### src/rtl/stepper_axis_if.sv
// Command channel of the stepper axis: absolute target plus step mode,
// transferred on a valid/ready handshake.
interface stepper_axis_if #(
    parameter int POS_W = 14
) ();
    logic                    cmd_valid;
    logic                    cmd_ready;
    logic signed [POS_W-1:0] cmd_target;
    logic                    half_step;

    modport master (output cmd_valid, output cmd_target, output half_step, input cmd_ready);
    modport slave  (input cmd_valid, input cmd_target, input half_step, output cmd_ready);
endinterface

### src/rtl/stepper_axis_ctrl.sv
// Single-axis stepper controller: absolute moves with a linear trapezoidal
// step-interval ramp, controlled abort and full/half-step phase sequencing.
module stepper_axis_ctrl #(
    parameter int POS_W        = 14,
    parameter int DIV_W        = 20,
    parameter int PERIOD_START = 262144,
    parameter int PERIOD_MIN   = 65536,
    parameter int RAMP_DEC     = 4096,
    parameter bit HOLD_IDLE    = 1'b0
) (
    input  logic                    clk,
    input  logic                    reset,
    stepper_axis_if.slave           cmd,
    input  logic                    abort,
    output logic [3:0]              coil,
    output logic signed [POS_W-1:0] position,
    output logic                    busy,
    output logic                    done
);
    localparam int RW = POS_W + 1;
    localparam logic [DIV_W-1:0] P_START   = DIV_W'(PERIOD_START);
    localparam logic [DIV_W-1:0] P_MIN     = DIV_W'(PERIOD_MIN);
    localparam logic [DIV_W-1:0] ONE_D     = DIV_W'(1);
    localparam logic [DIV_W:0]   P_START_X = (DIV_W+1)'(PERIOD_START);
    localparam logic [DIV_W:0]   P_MIN_X   = (DIV_W+1)'(PERIOD_MIN);
    localparam logic [DIV_W:0]   DEC_X     = (DIV_W+1)'(RAMP_DEC);
    localparam logic [RW-1:0]    ONE_R     = RW'(1);
    localparam logic [RW-1:0]    TWO_R     = RW'(2);

    typedef enum logic [1:0] {IDLE = 2'd0, RUN = 2'd1, DONE = 2'd2} state_t;

    function automatic logic [3:0] phase_of(input logic [2:0] idx);
        case (idx)
            3'd0:    phase_of = 4'b1000;
            3'd1:    phase_of = 4'b1100;
            3'd2:    phase_of = 4'b0100;
            3'd3:    phase_of = 4'b0110;
            3'd4:    phase_of = 4'b0010;
            3'd5:    phase_of = 4'b0011;
            3'd6:    phase_of = 4'b0001;
            3'd7:    phase_of = 4'b1001;
            default: phase_of = 4'b0000;
        endcase
    endfunction

    state_t                  state_r;
    logic signed [POS_W-1:0] position_r, target_r;
    logic                    half_r, aborting_r, ready_r, busy_r, done_r;
    logic [DIV_W-1:0]        interval_r, cnt_r;
    logic [RW-1:0]           ramp_r;
    logic [3:0]              coil_r;

    logic signed [RW-1:0]    dist_s;
    logic [RW-1:0]           abs_s, step_sz_s, new_abs_s, rem_s, half_up_s, ramp_dn_s;
    logic signed [POS_W-1:0] next_pos_s;
    logic [DIV_W:0]          up_x_s;
    logic [DIV_W-1:0]        int_up_s, int_dn_s;
    logic                    dir_neg_s, expire_s, abort_eff_s;

    // Step geometry and ramp arithmetic for the step the counter is timing
    always_comb begin
        dist_s      = $signed({target_r[POS_W-1], target_r}) - $signed({position_r[POS_W-1], position_r});
        dir_neg_s   = dist_s[RW-1];
        abs_s       = dir_neg_s ? (RW'(0) - dist_s) : dist_s;
        step_sz_s   = (!half_r && (abs_s >= TWO_R)) ? TWO_R : ONE_R;
        new_abs_s   = abs_s - step_sz_s;
        half_up_s   = new_abs_s + ONE_R;
        // Full-step mode counts a trailing odd half-step as one more step
        rem_s       = half_r ? new_abs_s : {1'b0, half_up_s[RW-1:1]};
        next_pos_s  = dir_neg_s ? (position_r - POS_W'(step_sz_s)) : (position_r + POS_W'(step_sz_s));
        expire_s    = (cnt_r == (interval_r - ONE_D));
        abort_eff_s = aborting_r | abort;
        up_x_s      = {1'b0, interval_r} + DEC_X;
        int_up_s    = (up_x_s > P_START_X) ? P_START : up_x_s[DIV_W-1:0];
        if ({1'b0, interval_r} >= (P_MIN_X + DEC_X)) begin
            int_dn_s = interval_r - DEC_X[DIV_W-1:0];
        end else begin
            int_dn_s = P_MIN;
        end
        ramp_dn_s   = (ramp_r == RW'(0)) ? RW'(0) : (ramp_r - ONE_R);
    end

    // Move sequencer: accept, interval timing, ramp decisions and registered outputs
    always_ff @(posedge clk) begin
        if (reset) begin
            state_r    <= IDLE;
            position_r <= '0;
            target_r   <= '0;
            half_r     <= 1'b0;
            aborting_r <= 1'b0;
            ready_r    <= 1'b1;
            busy_r     <= 1'b0;
            done_r     <= 1'b0;
            interval_r <= P_START;
            cnt_r      <= '0;
            ramp_r     <= '0;
            coil_r     <= 4'b0000;
        end else begin
            case (state_r)
                IDLE: begin
                    done_r <= 1'b0;
                    busy_r <= 1'b0;
                    if (cmd.cmd_valid && ready_r) begin
                        target_r   <= cmd.cmd_target;
                        half_r     <= cmd.half_step;
                        interval_r <= P_START;
                        cnt_r      <= '0;
                        ramp_r     <= '0;
                        aborting_r <= 1'b0;
                        ready_r    <= 1'b0;
                        coil_r     <= phase_of(position_r[2:0]);
                        if (cmd.cmd_target == position_r) begin
                            state_r <= DONE;
                            done_r  <= 1'b1;
                        end else begin
                            state_r <= RUN;
                            busy_r  <= 1'b1;
                        end
                    end else begin
                        coil_r <= HOLD_IDLE ? phase_of(position_r[2:0]) : 4'b0000;
                    end
                end
                RUN: begin
                    if (abort) begin
                        aborting_r <= 1'b1;
                    end
                    if (expire_s) begin
                        cnt_r      <= '0;
                        position_r <= next_pos_s;
                        coil_r     <= phase_of(next_pos_s[2:0]);
                        if (rem_s == RW'(0)) begin
                            state_r <= DONE;
                            busy_r  <= 1'b0;
                            done_r  <= 1'b1;
                        end else if (abort_eff_s || (rem_s <= ramp_r)) begin
                            interval_r <= int_up_s;
                            ramp_r     <= ramp_dn_s;
                            // An abort ends the move once the ramp has unwound
                            if (abort_eff_s && (ramp_dn_s == RW'(0))) begin
                                state_r <= DONE;
                                busy_r  <= 1'b0;
                                done_r  <= 1'b1;
                            end
                        end else if (interval_r > P_MIN) begin
                            interval_r <= int_dn_s;
                            ramp_r     <= ramp_r + ONE_R;
                        end
                    end else begin
                        cnt_r <= cnt_r + ONE_D;
                    end
                end
                DONE: begin
                    state_r    <= IDLE;
                    done_r     <= 1'b0;
                    busy_r     <= 1'b0;
                    ready_r    <= 1'b1;
                    aborting_r <= 1'b0;
                    coil_r     <= HOLD_IDLE ? phase_of(position_r[2:0]) : 4'b0000;
                end
                default: begin
                    state_r <= IDLE;
                    done_r  <= 1'b0;
                    busy_r  <= 1'b0;
                    ready_r <= 1'b1;
                    coil_r  <= 4'b0000;
                end
            endcase
        end
    end

    assign cmd.cmd_ready = ready_r;
    assign coil          = coil_r;
    assign position      = position_r;
    assign busy          = busy_r;
    assign done          = done_r;
endmodule

### src/flat_wrapper.sv
// flat-port wrapper written by rule: the top's interface ports become plain ports
module stepper_axis_ctrl_flat 
#(
    parameter int POS_W        = 14,
    parameter int DIV_W        = 20,
    parameter int PERIOD_START = 262144,
    parameter int PERIOD_MIN   = 65536,
    parameter int RAMP_DEC     = 4096,
    parameter bit HOLD_IDLE    = 1'b0
)
  (clk, reset, abort, coil, position, busy, done, cmd_cmd_valid, cmd_cmd_target, cmd_half_step, cmd_cmd_ready);
  stepper_axis_if #(.POS_W(POS_W)) cmd_i ();
  input  logic clk;
  input  logic reset;
  input  logic abort;
  output logic [3:0] coil;
  output logic signed [POS_W-1:0] position;
  output logic busy;
  output logic done;
  input wire logic [$bits(cmd_i.cmd_valid)-1:0] cmd_cmd_valid;
  input wire logic [$bits(cmd_i.cmd_target)-1:0] cmd_cmd_target;
  input wire logic [$bits(cmd_i.half_step)-1:0] cmd_half_step;
  output wire logic [$bits(cmd_i.cmd_ready)-1:0] cmd_cmd_ready;
  assign cmd_i.cmd_valid = cmd_cmd_valid;
  assign cmd_i.cmd_target = cmd_cmd_target;
  assign cmd_i.half_step = cmd_half_step;
  assign cmd_cmd_ready = cmd_i.cmd_ready;
  stepper_axis_ctrl #(.POS_W(POS_W), .DIV_W(DIV_W), .PERIOD_START(PERIOD_START), .PERIOD_MIN(PERIOD_MIN), .RAMP_DEC(RAMP_DEC), .HOLD_IDLE(HOLD_IDLE)) u_core (.clk(clk), .reset(reset), .cmd(cmd_i), .abort(abort), .coil(coil), .position(position), .busy(busy), .done(done));
endmodule
### config.mk
export PLATFORM = sky130hd
export DESIGN_NAME = stepper_axis_ctrl_flat
export DESIGN_NICKNAME = d
export VERILOG_FILES = /design/src/rtl/stepper_axis_if.sv /design/src/rtl/stepper_axis_ctrl.sv /design/src/flat_wrapper.sv
export SDC_FILE = /design/constraint.sdc
export NUM_CORES = 1
export LEC_CHECK = 0
export CAP_MARGIN = 5
export CORE_MARGIN = 1.5
export CORE_UTILIZATION = 50
export CTS_CLUSTER_SIZE = 20
export DETAILED_ROUTE_END_ITERATION = 10
export PLACE_DENSITY_LB_ADDON = 0.12
export REMOVE_ABC_BUFFERS = 1
export SLEW_MARGIN = 10
export SYNTH_ARGS = -nofsm -noshare
export SYNTH_HDL_FRONTEND = slang
export SYNTH_SLANG_ARGS = --single-unit
### constraint.sdc
create_clock -name clk -period 10.5 [get_ports clk]
set_input_delay 2.625 -clock clk [delete_from_list [all_inputs] [get_ports clk]]
set_output_delay 2.625 -clock clk [all_outputs]
set_load 0.02 [all_outputs]
# Word-level counts from Yosys, hierarchy flattened
# Memories as Yosys holds them, arrays and structs flattened. A register that Yosys moved wholly into a read port is not among the register bits.
# Cells that the tools add are included.
[totals] romBits=64 mem_bits_rw=0 latch_bits=0 wordCells=115 memories=2 register_bits=94
[op_classes] muxes=52 addsub=12 div=0 shift=0 n_mul=0 eq_ne=11 bitwise=2 n_lt_le_gt_ge=5 n_reduce_logical=19
[memory_table] memory="(name not given)" depth=8 width=4 read_ports=1 rd_clocked_by_memory_dff=1 write_ports=0 line_no="stepper_axis_ctrl.sv:33" rtl="case (idx)"
[memory_table] memory="(name not given)" depth=8 width=4 read_ports=1 rd_clocked_by_memory_dff=0 write_ports=0 line_no="stepper_axis_ctrl.sv:33"
[op_table] op="$mux 20" n=9
[op_table] op="$mux 15" n=8
[op_table] op="$pmux 20 s2" n=2
[op_table] op="$logic_not 15->1" n=3
[op_table] op="$add 15x1->15 const B" n=2
[op_table] op="$pmux 15 s2" n=1
[op_table] op="$add 20x13->21 const B" n=1
[op_table] op="$gt 21x19->1 const B" n=1
[op_table] op="$add 20x1->20 const B" n=1
[op_table] op="$eq 20x20->1" n=1
[op_table] op="$ge 20x17->1 const B" n=1
[op_table] op="$gt 20x17->1 const B" n=1
[op_table] op="$sub 20x1->20 const B" n=1
[op_table] op="$sub 20x13->20 const B" n=1
[op_table] op="$ge 15x2->1 const B" n=1
[op_table] op="$le 15x15->1" n=1
[op_table] op="$sub 1x15->15 const A" n=1
[op_table] op="$sub 14x14->15" n=1
[op_table] op="$sub 15x1->15 const B" n=1
[op_table] op="$sub 15x15->15" n=1
[op_table] op="$add 14x2->14" n=1
[op_table] op="$eq 14x14->1" n=1
[op_table] op="$mux 1" n=14
[op_table] op="$mux 14" n=1
[op_table] op="25 further kinds" n=45

# Logic depth before layout (Yosys ltp)
[depth] word_depth=15 depth_mapped=40 depth_no_buf=39

# Least setup slack after synthesis
# No wires, ideal clock.
[synth_timing] path_type="reg2reg" start="reg u_core.position_r[0] (netlist: u_core.position[0])" end="reg u_core.ramp_r[12]" arrival_time_ns=8.125 path_buffers=4 required_ns=10.384 stages_incl_launch_ff=35 period_less_slack_ns=8.240 slack_ns=2.260 cell_sequence="dfxtp_1 > ha_1 > inv_1 > fa_1 > a21o_2 > a221o_2 > mux2i_1 > a211o_1 > nor4b_4 > nand3_1 > mux2_2 > a31o_2 > a41o_1 > inv_1 > fa_1 > clkbuf_1 > nand3_1 > a2111oi_2 > o211a_1 > and2_1 > buf_4 > xor2_4 > nor4_1 > o31ai_1 > ha_1 > nand4_1 > nor2_1 > o21ai_0 > a221oi_1 > clkbuf_1 > nand4_1 > o21ai_0 > nor2_2 > buf_6 > a31o_1"
[synth_between] elab_chain_cells=15 word_cells_on_any_way=19 classes_between="add/sub: 4; order compare: 2; eq/ne: 2; mux: 7; reduce/logical: 4"
[synth_rtl] element="from (decl)" line_no="stepper_axis_ctrl.sv:47" rtl="logic signed [POS_W-1:0] position_r, target_r;"
[synth_rtl] element="from (signal assigned)" line_no="stepper_axis_ctrl.sv:129" rtl="position_r <= next_pos_s;"
[synth_rtl] element="$sub 14x14->15 (*)" line_no="stepper_axis_ctrl.sv:62" rtl="dist_s = $signed({target_r[POS_W-1], target_r}) - $signed({position_r[POS_W-1], position_r});"
[synth_rtl] element="$sub 1x15->15" line_no="stepper_axis_ctrl.sv:64" rtl="abs_s = dir_neg_s ? (RW'(0) - dist_s) : dist_s;"
[synth_rtl] element="$mux 15 (*)" line_no="stepper_axis_ctrl.sv:64"
[synth_rtl] element="$ge 15x2->1" line_no="stepper_axis_ctrl.sv:65" rtl="step_sz_s = (!half_r && (abs_s >= TWO_R)) ? TWO_R : ONE_R;"
[synth_rtl] element="$logic_and 1x1->1" line_no="stepper_axis_ctrl.sv:65"
[synth_rtl] element="$mux 2" line_no="stepper_axis_ctrl.sv:65"
[synth_rtl] element="$sub 15x15->15 (*)" line_no="stepper_axis_ctrl.sv:66" rtl="new_abs_s = abs_s - step_sz_s;"
[synth_rtl] element="$add 15x1->15" line_no="stepper_axis_ctrl.sv:67" rtl="half_up_s = new_abs_s + ONE_R;"
[synth_rtl] element="$mux 15 (*)" line_no="stepper_axis_ctrl.sv:69" rtl="rem_s = half_r ? new_abs_s : {1'b0, half_up_s[RW-1:1]};"
[synth_rtl] element="$le 15x15->1" line_no="stepper_axis_ctrl.sv:135" rtl="end else if (abort_eff_s || (rem_s <= ramp_r)) begin"
[synth_rtl] element="$logic_or 1x1->1" line_no="stepper_axis_ctrl.sv:135"
[synth_rtl] element="$mux 15" line_no="stepper_axis_ctrl.sv:135"
[synth_rtl] element="$mux 15" line_no="stepper_axis_ctrl.sv:131" rtl="if (rem_s == RW'(0)) begin"
[synth_rtl] element="$mux 15" line_no="stepper_axis_ctrl.sv:127" rtl="if (expire_s) begin"
[synth_rtl] element="$pmux 15 s2" line_no="stepper_axis_ctrl.sv:99" rtl="case (state_r)"
[synth_rtl] element="to (signal assigned)" line_no="stepper_axis_ctrl.sv:137" rtl="ramp_r <= ramp_dn_s;"
[synth_rtl] element="to (signal assigned)" line_no="stepper_axis_ctrl.sv:146" rtl="ramp_r <= ramp_r + ONE_R;"
[synth_rtl] element="to (decl)" line_no="stepper_axis_ctrl.sv:50" rtl="logic [RW-1:0] ramp_r;"
# Mark *: on every way between the ends. The rest lies on a longest branch, timed or not. The select of a mux whose other input is x is not followed.
# A chain may end at the register's enable or synchronous reset.

# Worst setup path in the final report
[layout_timing] start="reg u_core.position_r[7] (netlist: u_core.position[7])" end="reg u_core.ramp_r[3]"
# Same word-level chain as after synthesis.

==> results.sh <==
export IMPL_status="completed"
export IMPL_die_area_sq_um=18600
export IMPL_whs_ps=459.7
export IMPL_skew_ps=9.843
export IMPL_worst_path_max_delay_cell="a2111oi_2"
export IMPL_cts_tree="yes"
export IMPL_drc=0
export IMPL_fmax_ghz=0.1076
export IMPL_use_met1_pct=32.84
export IMPL_grt_use_met2_pct=45.01
export IMPL_antenna_found_initial=0
export IMPL_setup_tns_ps=0
export IMPL_period_share_pct=88.48
export IMPL_dp_hpwl_mm=18.06
export IMPL_min_path_type="flip-flop to flip-flop"
export IMPL_num_vias=8524
export IMPL_die_width_microns=136.4
export IMPL_synthFlopType="dfxtp_1"
export IMPL_required_ps=10720
export IMPL_drive_above_1_share_pct=9.114
export IMPL_yosysSeqAreaShare_pct=19.35
export IMPL_end_kind="flip-flop"
export IMPL_wl_per_cell_microns=17.15
export IMPL_avgSynthCellArea_sq_um=7.722
export IMPL_post_cts_buffers=0
export IMPL_syn_area_sq_um=8896
export IMPL_via_per_inst=6.141
export IMPL_grt_pass1_vias=7903
export IMPL_cts_sinks=86
export IMPL_cts_root_buf="clkbuf_16"
export IMPL_leakage_nw=3.583
export IMPL_clockBufferDepth=2
export IMPL_met3_usage_pct=3.654
export IMPL_postCtsHoldBufs=0
export IMPL_syn2layout_area_growth_pct=9.086
export IMPL_hold_violations=0
export IMPL_crit_top_cell="o21ai_0"
export IMPL_synth_edf_count=0
export IMPL_final_area_sq_um=9704
export IMPL_worst_setup_path_start_kind="flip-flop"
export IMPL_post_place_ws_ps=1291
export IMPL_ir_drop_uv=210.4
export IMPL_ctsResizeCount=0
export IMPL_grt_busiest_layer="met2"
export IMPL_globalplace_congestion=0.8856
export IMPL_clk_latency_ps=350
export IMPL_grt_max_degree=59
export IMPL_slew_headroom_pct=37.91
export IMPL_start_util_pct=51.25
export IMPL_nNetsFinal=1234
export IMPL_portBuffers=39
export IMPL_rows=48
export IMPL_core_area_sq_um=17360
export IMPL_grt_overflow=0
export IMPL_rsz0062_at_grt="false"
export IMPL_async_flop_share_pct=0
export IMPL_synth_seq_cells=86
export IMPL_slew_viol_final=0
export IMPL_grt_pass1_wl_mm=39.14
export IMPL_cp_arrival_ps=9510
export IMPL_synth_cells=1152
export IMPL_fill_cells=1646
export IMPL_die_h_microns=136.4
export IMPL_drt_iter0_markers=494
export IMPL_crit_type="flip-flop to flip-flop"
export IMPL_grt_use_total_pct=26.12
export IMPL_finalPower_mw=3.346
export IMPL_antenna_left=0
export IMPL_h_tree_depth=3
export IMPL_clkTransAtPathRegs_ps=70
export IMPL_worstMarginPinSlew_ps=927.9
export IMPL_drtPass1Iterations=5
export IMPL_ys_warn_count=0
export IMPL_wl_mm=23.81
export IMPL_cts_made_buffers=9
export IMPL_max_stage_delay_ps=560
export IMPL_period_needed_ps=9291
export IMPL_ios=40
export IMPL_ys_types=106
export IMPL_power_density_nw_per_um2=344.8
export IMPL_crit_fanout=12
export IMPL_setup_slack_ps=1210
export IMPL_placed_cell_area_sq_um=9432
export IMPL_drv_cap=0
export IMPL_setup_violations=0
export IMPL_antenna_cells=0
[layer usage]
metal  up-vias  part of all wire [%]
li1       4273                     -
met2       205                    47
met5         -                     0
met3        45                   4.0
met4         0                   2.8
met1      4001                    46
[critical path: cells and delay by family, from the launching register on]
| family | cells | cell delay [ps] |
|---|---|---|
| buffers and inverters | 2 | 490 |
| AND/OR/NAND/NOR | 8 | 1980 |
| adder cells (fa/ha/maj) | 4 | 1420 |
| flip-flops | 1 | 460 |
| XOR/XNOR | 1 | 130 |
| AO/OA/AOI/OAI | 16 | 4680 |
[state kept, by name, indices dropped and copies added (netlist names), named ones only]
name and count:
u_core.cnt_r 20, u_core.ramp_r 15, u_core.position 14, u_core.target_r 14, u_core.interval_r 8, u_core.coil 4
u_core.state_r 2, u_core.aborting_r 1, u_core.busy 1, u_core.cmd.cmd_ready 1, u_core.done 1, u_core.half_r 1
[final timing paths]
kind                                   start                              end  slack (ps)  depth (start not counted)
min reg2reg  u_core.target_r[9]$_SDFFE_PP0P_  u_core.target_r[9]$_SDFFE_PP0P_         460                          2
max reg2reg  u_core.position[7]$_SDFFE_PP0P_    u_core.ramp_r[3]$_SDFFE_PP0P_        1210                         31
min          u_core.target_r[9]$_SDFFE_PP0P_  u_core.target_r[9]$_SDFFE_PP0P_         460                          2
max          u_core.position[7]$_SDFFE_PP0P_    u_core.ramp_r[3]$_SDFFE_PP0P_        1210                         31
[area by class of cell]
type / count / area, sq um / share of cell area, %
multi-input combinational: 951 / 6713 / 69.17
timing repair buffer: 56 / 513.0 / 5.286
clock buffer: 10 / 229.0 / 2.359
sequential: 86 / 1722 / 17.74
tap: 225 / 281.5 / 2.901
inverter: 54 / 202.7 / 2.089
clock inverter: 6 / 43.79 / 0.4513
[cells by family (layout without fill, tap and decap cells)]
| family | after synthesis | after routing | synth area share, % |
|---|---|---|---|
| AND/OR/NAND/NOR | 426 | 426 | 24.33 |
| AO/OA/AOI/OAI | 349 | 349 | 29.11 |
| buffers and inverters | 115 | 126 | 5.345 |
| XOR/XNOR | 86 | 86 | 9.803 |
| flip-flops | 86 | 86 | 19.35 |
| adder cells (fa/ha/maj) | 57 | 57 | 8.270 |
| multiplexers | 33 | 33 | 3.783 |
[metrics by stage]
stage          std cells  utilization, %
2_1_floorplan       1091               -
3_3_place_gp        1372           54.34
3_5_place_dp        1372           54.34
4_1_cts             1388           55.91
5_1_grt             1388           55.91
6_report            1388           55.91
[cells in the mapped netlist (6+ instances only)]
cell      instances  area share (%)
a211oi_1         20             1.7
a21o_1           12             1.0
a21oi_1          84             4.7
a221o_1           6            0.68
a311oi_1          7            0.69
a31oi_1          15             1.1
a41oi_1           8            0.79
and2_1            9            0.63
and3_1           21             1.5
buf_2             8            0.45
clkbuf_1         43             1.8
dfxtp_1          86              19
ha_1             54             7.6
inv_1            53             2.2
mux2i_1          28             3.2
nand2_1         100             4.2
nand2b_1         21             1.5
nand3_1          31             1.7
nand4_1          18             1.3
nor2_1          110             4.6
nor2b_1          14            0.98
nor3_1           35             2.0
nor3b_1           8            0.68
nor4_1            9            0.63
o211ai_1          8            0.68
o21a_1           13             1.1
o21ai_0          61             3.4
o31ai_2          11             1.5
o32ai_1           8            0.79
or2_2             6            0.42
or3_1            15             1.1
xnor2_1          46             4.5
xor2_1           30             3.0
[layout by cell type (no fill, tap or decap), types with 9 or more instances in the layout]
cell type	instances
and2_1	9
nor2b_1	14
nor3_1	34
ha_1	54
clkbuf_16	9
or3_1	15
nand3_1	31
nand2_1	100
xor2_1	30
mux2i_1	28
nor2_1	109
xnor2_1	46
a21oi_1	84
o21a_1	13
a31oi_1	15
dfxtp_1	86
and3_1	21
nand2b_1	21
clkdlybuf4s50_1	38
inv_1	53
o31ai_2	11
a21o_1	12
nor4_1	9
nand4_1	18
buf_4	17
a211oi_1	20
o21ai_0	61
[where the power goes]
group,switching [mW],total (mW),leakage (nW),internal (mW)
registers,0.0387,0.399,0.697,0.360
logic,1.58,2.64,2.75,1.06
clock network,0.144,0.306,0.133,0.162
total,1.76,3.35,3.58,1.58
Power figures use the tool's default switching activity.
